==> config.mk <==
export PLATFORM = sky130hd
export DESIGN_NAME = vc_arbiter_demux_flat
export DESIGN_NICKNAME = d
export VERILOG_FILES = /design/src/rtl/vc_arbiter_demux_pkg.sv /design/src/rtl/vc_arbiter_demux_if.sv /design/src/rtl/vc_arbiter_demux_route_stage.sv /design/src/rtl/vc_arbiter_demux.sv /design/src/flat_wrapper.sv
export SDC_FILE = /design/constraint.sdc
export NUM_CORES = 1
export LEC_CHECK = 0
export BUFFER_PORTS_ARGS = -buffer_cell sky130_fd_sc_hd__buf_2
export CAP_MARGIN = 20
export CELL_PAD_IN_SITES_DETAIL_PLACEMENT = 0
export CELL_PAD_IN_SITES_GLOBAL_PLACEMENT = 2
export CORE_ASPECT_RATIO = 1.75
export CORE_MARGIN = 8
export CORE_UTILIZATION = 30
export DETAILED_ROUTE_END_ITERATION = 6
export GPL_TIMING_DRIVEN = 0
export PLACE_DENSITY_LB_ADDON = 0.1
export SETUP_SLACK_MARGIN = 0.02
export SKIP_CTS_REPAIR_TIMING = 1
export SLEW_MARGIN = 40
export SYNTH_ARGS = -nofsm -noshare
export SYNTH_HDL_FRONTEND = slang
export SYNTH_SLANG_ARGS = --single-unit
==> constraint.sdc <==
create_clock -name clk -period 1.55 [get_ports clk]
set_input_delay 0.2325 -clock clk [delete_from_list [all_inputs] [get_ports clk]]
set_output_delay 0.2325 -clock clk [all_outputs]
set_load 0.05 [all_outputs]
==> src/rtl/vc_arbiter_demux_pkg.sv <==
// rtl/vc_arbiter_demux_pkg.sv - shared types and defaults for the VC arbiter/demux stage
package vc_arbiter_demux_pkg;

  localparam int DATA_WIDTH = 6;
  localparam int DEST_BIT   = 4;
  localparam int CNT_WIDTH  = 8;

  typedef enum logic [1:0] {
    ST_IDLE   = 2'b00,
    ST_ACTIVE = 2'b01,
    ST_DRAIN  = 2'b10
  } state_e;

  localparam logic SRC_VC0 = 1'b0;
  localparam logic SRC_VC1 = 1'b1;

endpackage

==> src/rtl/vc_arbiter_demux_if.sv <==
// rtl/vc_arbiter_demux_if.sv - VC FIFO / D FIFO / controller signal bundle
interface vc_arbiter_demux_if
  import vc_arbiter_demux_pkg::*;
#(
  parameter int DATA_W = DATA_WIDTH,
  parameter int CNT_W  = CNT_WIDTH
) ();

  logic              init;
  logic              empty_fifo_VC0;
  logic              empty_fifo_VC1;
  logic [DATA_W-1:0] data_out_VC0;
  logic [DATA_W-1:0] data_out_VC1;
  logic              almost_full_D0;
  logic              almost_full_D1;
  logic              pop_VC0;
  logic              pop_VC1;
  logic              push_D0;
  logic              push_D1;
  logic [DATA_W-1:0] data_out;
  logic              idle;
  logic [CNT_W-1:0]  cnt_VC0;
  logic [CNT_W-1:0]  cnt_VC1;

  // master is the arbiter side; slave is the FIFOs and controller around it
  modport master (
    input  init, empty_fifo_VC0, empty_fifo_VC1, data_out_VC0, data_out_VC1,
    input  almost_full_D0, almost_full_D1,
    output pop_VC0, pop_VC1, push_D0, push_D1, data_out, idle, cnt_VC0, cnt_VC1
  );

  modport slave (
    output init, empty_fifo_VC0, empty_fifo_VC1, data_out_VC0, data_out_VC1,
    output almost_full_D0, almost_full_D1,
    input  pop_VC0, pop_VC1, push_D0, push_D1, data_out, idle, cnt_VC0, cnt_VC1
  );

endinterface

==> src/rtl/vc_arbiter_demux_route_stage.sv <==
// rtl/vc_arbiter_demux_route_stage.sv - stage 2: word capture, destination decode, per-VC counters
module vc_route_stage
  import vc_arbiter_demux_pkg::*;
#(
  parameter int data_width = DATA_WIDTH,
  parameter int dest_bit   = DEST_BIT,
  parameter int cnt_width  = CNT_WIDTH
) (
  input  logic                  clk,
  input  logic                  rst_n,
  input  logic                  i_v1,
  input  logic                  i_src1,
  input  logic [data_width-1:0] i_data_vc0,
  input  logic [data_width-1:0] i_data_vc1,
  output logic                  o_push_d0,
  output logic                  o_push_d1,
  output logic [data_width-1:0] o_data,
  output logic [cnt_width-1:0]  o_cnt_vc0,
  output logic [cnt_width-1:0]  o_cnt_vc1
);

  logic [data_width-1:0] w_word;
  logic [data_width-1:0] r_data;
  logic                  r_push_d0;
  logic                  r_push_d1;
  logic [cnt_width-1:0]  r_cnt_vc0;
  logic [cnt_width-1:0]  r_cnt_vc1;

  assign w_word = (i_src1 == SRC_VC1) ? i_data_vc1 : i_data_vc0;

  // Stall never reaches this stage: an in-flight word is always pushed.
  always_ff @(posedge clk or negedge rst_n) begin
    if (!rst_n) begin
      r_data    <= '0;
      r_push_d0 <= 1'b0;
      r_push_d1 <= 1'b0;
      r_cnt_vc0 <= '0;
      r_cnt_vc1 <= '0;
    end else if (i_v1) begin
      r_data    <= w_word;
      r_push_d0 <= ~w_word[dest_bit];
      r_push_d1 <= w_word[dest_bit];
      if (i_src1 == SRC_VC1) begin
        r_cnt_vc1 <= r_cnt_vc1 + cnt_width'(1);
      end else begin
        r_cnt_vc0 <= r_cnt_vc0 + cnt_width'(1);
      end
    end else begin
      r_push_d0 <= 1'b0;
      r_push_d1 <= 1'b0;
    end
  end

  assign o_push_d0 = r_push_d0;
  assign o_push_d1 = r_push_d1;
  assign o_data    = r_data;
  assign o_cnt_vc0 = r_cnt_vc0;
  assign o_cnt_vc1 = r_cnt_vc1;

endmodule

==> src/rtl/vc_arbiter_demux.sv <==
// rtl/vc_arbiter_demux.sv - strict-priority VC0/VC1 arbiter steering words to D0/D1
module vc_arbiter_demux
  import vc_arbiter_demux_pkg::*;
#(
  parameter int data_width = DATA_WIDTH,
  parameter int dest_bit   = DEST_BIT,
  parameter int cnt_width  = CNT_WIDTH
) (
  input  logic              clk,
  input  logic              reset,
  vc_arbiter_demux_if.master bus
);

  state_e r_state;
  state_e w_state_nxt;
  logic   w_stall;
  logic   w_pop_vc0;
  logic   w_pop_vc1;
  logic   r_v1;
  logic   r_src1;
  logic   r_idle;
  logic   w_push_d0;
  logic   w_push_d1;
  logic [data_width-1:0] w_data;
  logic [cnt_width-1:0]  w_cnt_vc0;
  logic [cnt_width-1:0]  w_cnt_vc1;

  assign w_stall = bus.almost_full_D0 | bus.almost_full_D1;

  always_ff @(posedge clk or negedge reset) begin
    if (!reset) begin
      r_state <= ST_IDLE;
    end else begin
      r_state <= w_state_nxt;
    end
  end

  // Pops are also gated by init so nothing new leaves the VC FIFOs once it drops.
  always_comb begin
    w_state_nxt = r_state;
    w_pop_vc0   = 1'b0;
    w_pop_vc1   = 1'b0;
    case (r_state)
      ST_IDLE: begin
        if (bus.init) w_state_nxt = ST_ACTIVE;
      end
      ST_ACTIVE: begin
        if (!bus.init) begin
          w_state_nxt = ST_DRAIN;
        end else begin
          w_pop_vc0 = ~bus.empty_fifo_VC0 & ~w_stall;
          w_pop_vc1 = bus.empty_fifo_VC0 & ~bus.empty_fifo_VC1 & ~w_stall;
        end
      end
      ST_DRAIN: begin
        if (!r_v1 && !w_push_d0 && !w_push_d1) w_state_nxt = ST_IDLE;
      end
      default: w_state_nxt = ST_IDLE;
    endcase
  end

  always_ff @(posedge clk or negedge reset) begin
    if (!reset) begin
      r_v1   <= 1'b0;
      r_src1 <= SRC_VC0;
      r_idle <= 1'b1;
    end else begin
      r_v1   <= w_pop_vc0 | w_pop_vc1;
      r_src1 <= w_pop_vc1 ? SRC_VC1 : SRC_VC0;
      r_idle <= (r_state == ST_IDLE) |
                (bus.empty_fifo_VC0 & bus.empty_fifo_VC1 & ~r_v1 & ~w_push_d0 & ~w_push_d1);
    end
  end

  vc_route_stage #(
    .data_width (data_width),
    .dest_bit   (dest_bit),
    .cnt_width  (cnt_width)
  ) u_route (
    .clk        (clk),
    .rst_n      (reset),
    .i_v1       (r_v1),
    .i_src1     (r_src1),
    .i_data_vc0 (bus.data_out_VC0),
    .i_data_vc1 (bus.data_out_VC1),
    .o_push_d0  (w_push_d0),
    .o_push_d1  (w_push_d1),
    .o_data     (w_data),
    .o_cnt_vc0  (w_cnt_vc0),
    .o_cnt_vc1  (w_cnt_vc1)
  );

  assign bus.pop_VC0  = w_pop_vc0;
  assign bus.pop_VC1  = w_pop_vc1;
  assign bus.push_D0  = w_push_d0;
  assign bus.push_D1  = w_push_d1;
  assign bus.data_out = w_data;
  assign bus.idle     = r_idle;
  assign bus.cnt_VC0  = w_cnt_vc0;
  assign bus.cnt_VC1  = w_cnt_vc1;

endmodule

==> src/flat_wrapper.sv <==
// flat-port wrapper written by rule: the top's interface ports become plain ports
module vc_arbiter_demux_flat import vc_arbiter_demux_pkg::*;
#(
  parameter int data_width = DATA_WIDTH,
  parameter int dest_bit   = DEST_BIT,
  parameter int cnt_width  = CNT_WIDTH
)
  (clk, reset, bus_init, bus_empty_fifo_VC0, bus_empty_fifo_VC1, bus_data_out_VC0, bus_data_out_VC1, bus_almost_full_D0, bus_almost_full_D1, bus_pop_VC0, bus_pop_VC1, bus_push_D0, bus_push_D1, bus_data_out, bus_idle, bus_cnt_VC0, bus_cnt_VC1);
  vc_arbiter_demux_if bus_i ();
  input  logic clk;
  input  logic reset;
  input wire logic [$bits(bus_i.init)-1:0] bus_init;
  input wire logic [$bits(bus_i.empty_fifo_VC0)-1:0] bus_empty_fifo_VC0;
  input wire logic [$bits(bus_i.empty_fifo_VC1)-1:0] bus_empty_fifo_VC1;
  input wire logic [$bits(bus_i.data_out_VC0)-1:0] bus_data_out_VC0;
  input wire logic [$bits(bus_i.data_out_VC1)-1:0] bus_data_out_VC1;
  input wire logic [$bits(bus_i.almost_full_D0)-1:0] bus_almost_full_D0;
  input wire logic [$bits(bus_i.almost_full_D1)-1:0] bus_almost_full_D1;
  output wire logic [$bits(bus_i.pop_VC0)-1:0] bus_pop_VC0;
  output wire logic [$bits(bus_i.pop_VC1)-1:0] bus_pop_VC1;
  output wire logic [$bits(bus_i.push_D0)-1:0] bus_push_D0;
  output wire logic [$bits(bus_i.push_D1)-1:0] bus_push_D1;
  output wire logic [$bits(bus_i.data_out)-1:0] bus_data_out;
  output wire logic [$bits(bus_i.idle)-1:0] bus_idle;
  output wire logic [$bits(bus_i.cnt_VC0)-1:0] bus_cnt_VC0;
  output wire logic [$bits(bus_i.cnt_VC1)-1:0] bus_cnt_VC1;
  assign bus_i.init = bus_init;
  assign bus_i.empty_fifo_VC0 = bus_empty_fifo_VC0;
  assign bus_i.empty_fifo_VC1 = bus_empty_fifo_VC1;
  assign bus_i.data_out_VC0 = bus_data_out_VC0;
  assign bus_i.data_out_VC1 = bus_data_out_VC1;
  assign bus_i.almost_full_D0 = bus_almost_full_D0;
  assign bus_i.almost_full_D1 = bus_almost_full_D1;
  assign bus_pop_VC0 = bus_i.pop_VC0;
  assign bus_pop_VC1 = bus_i.pop_VC1;
  assign bus_push_D0 = bus_i.push_D0;
  assign bus_push_D1 = bus_i.push_D1;
  assign bus_data_out = bus_i.data_out;
  assign bus_idle = bus_i.idle;
  assign bus_cnt_VC0 = bus_i.cnt_VC0;
  assign bus_cnt_VC1 = bus_i.cnt_VC1;
  vc_arbiter_demux #(.data_width(data_width), .dest_bit(dest_bit), .cnt_width(cnt_width)) u_core (.clk(clk), .reset(reset), .bus(bus_i));
endmodule
==> impl_metrics.env <==
export IMPL_status="finished with violations"
export IMPL_violations="hold timing, setup timing"
export IMPL_drv_cap=0
export IMPL_path_max_fanout=4
export IMPL_rows=31
export IMPL_postRouteWirelength_um=2830
export IMPL_crit_path_end_kind="output pin"
export IMPL_final_hold_viol_count=28
export IMPL_switching_power_mw=0.763
export IMPL_start_util_pct=30.8
export IMPL_ys_warn_count=0
export IMPL_antenna_found_initial=0
export IMPL_yosys_top_cells_count="28 x dfrtp_1, 11 x nor2_1, 9 x xnor2_1"
export IMPL_port_buffers=45
export IMPL_ys_seq_area_share_pct=58.0
export IMPL_maxSlewHeadroom_pct=56.9
export IMPL_clockRootBuffer="clkbuf_8"
export IMPL_finClkSkew_ps=5.30
export IMPL_pwr_share_seq_pct=42.8
export IMPL_clock_latency_ps=280
export IMPL_gp_congestion=0.693
export IMPL_cts_buffer_depth=2
export IMPL_grt_pass1_wl_um=4770
export IMPL_yosysTopAreaCellShare_pct=55.9
export IMPL_cp_start_kind="register"
export IMPL_grt_pass1_vias=1047
export IMPL_area_growth_pct=34.7
export IMPL_maxUsedRoutingLayer="met4"
export IMPL_timing_worst_setup_path_type="register to output pin"
export IMPL_first_pass_iters=3
export IMPL_postSynthCellCount=104
export IMPL_internal_power_mw=1.37
export IMPL_ys_types=26
export IMPL_die_area_sq_mm=0.00658
export IMPL_drc=0
export IMPL_drv_slew=0
export IMPL_wl_per_cell_um=13.6
export IMPL_power_mw=2.14
export IMPL_synth_edf_count=0
export IMPL_setup_viol=2
export IMPL_powerDensity_mw_per_mm2=1270
export IMPL_p_clk_share_pct=32.1
export IMPL_post_synth_top_count_cell="dfrtp_1"
export IMPL_irDropWorstVdd_mv=0.598
export IMPL_insertedDiodeCount=0
export IMPL_combinationalPowerShare_pct=25.1
export IMPL_grt_overflow_total=0
export IMPL_cts_sinks=29
export IMPL_async_flop_share_pct=100
export IMPL_die_y_um=102
export IMPL_leakage_nw=0.891
export IMPL_viasPerCell=4.59
export IMPL_coreArea_sq_mm=0.00407
export IMPL_syn_nets=125
export IMPL_final_core_util_pct=41.5
export IMPL_max_freq_mhz=617
export IMPL_timing_hold_ws_ps=-22.8
export IMPL_wl_met3_um=212
export IMPL_final_nets=179
export IMPL_vias=954
export IMPL_hp_class="input pin to async pin"
export IMPL_num_io_pins=46
export IMPL_place_hpwl_um=2150
export IMPL_tightest_slew_ps=647
export IMPL_synthFlopType="dfrtp_1"
export IMPL_yosysTopAreaCell="dfrtp_1"
export IMPL_dr_wl_met2_um=1470
export IMPL_synth_area_top_cells="dfrtp_1 56%, xnor2_1 6.3%, mux2i_1 4.8%, nand4_1 3.5%, xor2_1 3.5%"
export IMPL_arrival_ps=1390
export IMPL_postRouteAntennaNets=0
export IMPL_layout_drive_gt1_share_pct=42.8
export IMPL_path_clk_slew_ps=60
export IMPL_grt_total_usage_pct=9.36
export IMPL_ys_ff_latch=29
export IMPL_first_iter_violations=27
export IMPL_wl_met1_um=1090
export IMPL_power_share_switching_pct=35.7
export IMPL_die_w_um=64.9
export IMPL_grt_max_degree=30
export IMPL_cts_made_buffers=5
export IMPL_min_period_ps=1620
export IMPL_syn_avg_cell_area_sq_um=12.1
export IMPL_setup_ws_ps=-71.3
export IMPL_cts_tree="built"
export IMPL_finalCritPeriodShare_pct=105
export IMPL_crit_required_ps=1320
export IMPL_h_tree_depth=2
export IMPL_syn_area_sq_mm=0.00125
export IMPL_rsz0062_at_grt="true"
-- critical path, cell delays in order, from the launching register on --
cell and delay (ps):
dfrtp_1 410, nor2b_2 150, nand3_2 110, nor3b_2 240
buf_6 190
-- per-stage QoR --
stage	TNS [ps]	setup slack, ps	hold WS, ps	instances	instance area [sq um]
2_1_floorplan	-25.4	-25.4	-63.1	104	1260
3_5_place_dp	0	109	309	198	1550
3_3_place_gp	0	128	305	198	1550
6_report	-93.7	-71.3	-22.8	208	1690
5_1_grt	-255	-155	40.9	208	1690
4_1_cts	-313	-209	1.85	206	1650
-- final timing paths --
| path | endpoint | slack [ps] | start | cells past startpoint |
|---|---|---|---|---|
| setup / recovery | bus_pop_VC1 | -70 | u_core.r_state[1] | 4 |
| hold / removal | u_core.u_route.o_cnt_vc0[0] | -20 | reset | 1 |
| setup reg to reg | u_core.u_route.o_cnt_vc1[1] | 300 | u_core.r_src1 | 4 |
| hold reg to reg | u_core.u_route.o_cnt_vc0[7] | 470 | u_core.u_route.o_cnt_vc0[7] | 1 |
| max in group asynchronous | u_core.u_route.o_cnt_vc0[7] | 1160 | reset | 1 |
| min in group clk | u_core.r_v1 | 160 | bus_empty_fifo_VC1 | 2 |
-- logic make-up after synthesis --
family / Yosys count / synth area share (%)
buffers and inverters: 3 / 1.90
multiplexers: 8 / 6.59
flip-flops: 29 / 58.0
adder cells (fa/ha/maj): 2 / 2.00
AND/OR/NAND/NOR: 40 / 18.5
AO/OA/AOI/OAI: 8 / 3.29
XOR/XNOR: 14 / 9.78
-- state kept, by name (all words and copies together) (netlist names) --
signal and cells:
u_core.r_state 2, u_core.r_src1 1, u_core.r_v1 1, u_core.u_route.o_cnt_vc1 8
u_core.u_route.o_data 6, u_core.u_route.o_push_d0 1, u_core.u_route.o_push_d1 1, u_core.u_route.o_cnt_vc0 8
u_core.bus.idle 1
-- power by group through the flow --
stage	sequential (mW)	clock, mW	combinational, mW
2_1_floorplan	1.20	0	0.109
3_3_place_gp	0.929	0	0.538
3_5_place_dp	0.930	0	0.543
4_1_cts	0.918	0.715	0.544
5_1_grt	0.930	0.738	0.578
6_report	0.916	0.686	0.536
-- routing by layer --
layer | GRT usage (%) | vias up
met4 | 5.57 | 0
met2 | 15.2 | 33
li1 | - | 465
met3 | 3.99 | 4
met1 | 9.81 | 452
met5 | 0 | -
-- cells in the final DEF, fill, tap and decap left out, drive strengths merged --
cell	count
dfstp	1
mux2i	6
o22ai	1
xor2	5
nor2	11
and3	3
nor2b	3
ha	2
a21oi	6
nor3	2
and2	2
buf	50
mux2	2
nor3b	1
nand3	1
nand3b	1
nand4	7
clkbuf	7
dfrtp	28
nand2	8
xnor2	9
o21ai	1
clkinv	1
or3	1
-- final cells by class --
cell class / instances / area (sq um)
clock buffers: 7 / 96.3
repair buffers: 47 / 253
plain buffers: 3 / 23.8
flip-flops and latches: 29 / 727
fillers: 439 / 2380
multi-input cells: 72 / 523
clock inverters: 1 / 5.00
well taps: 49 / 61.3
Note: power is estimated with default switching activity, not from simulation.
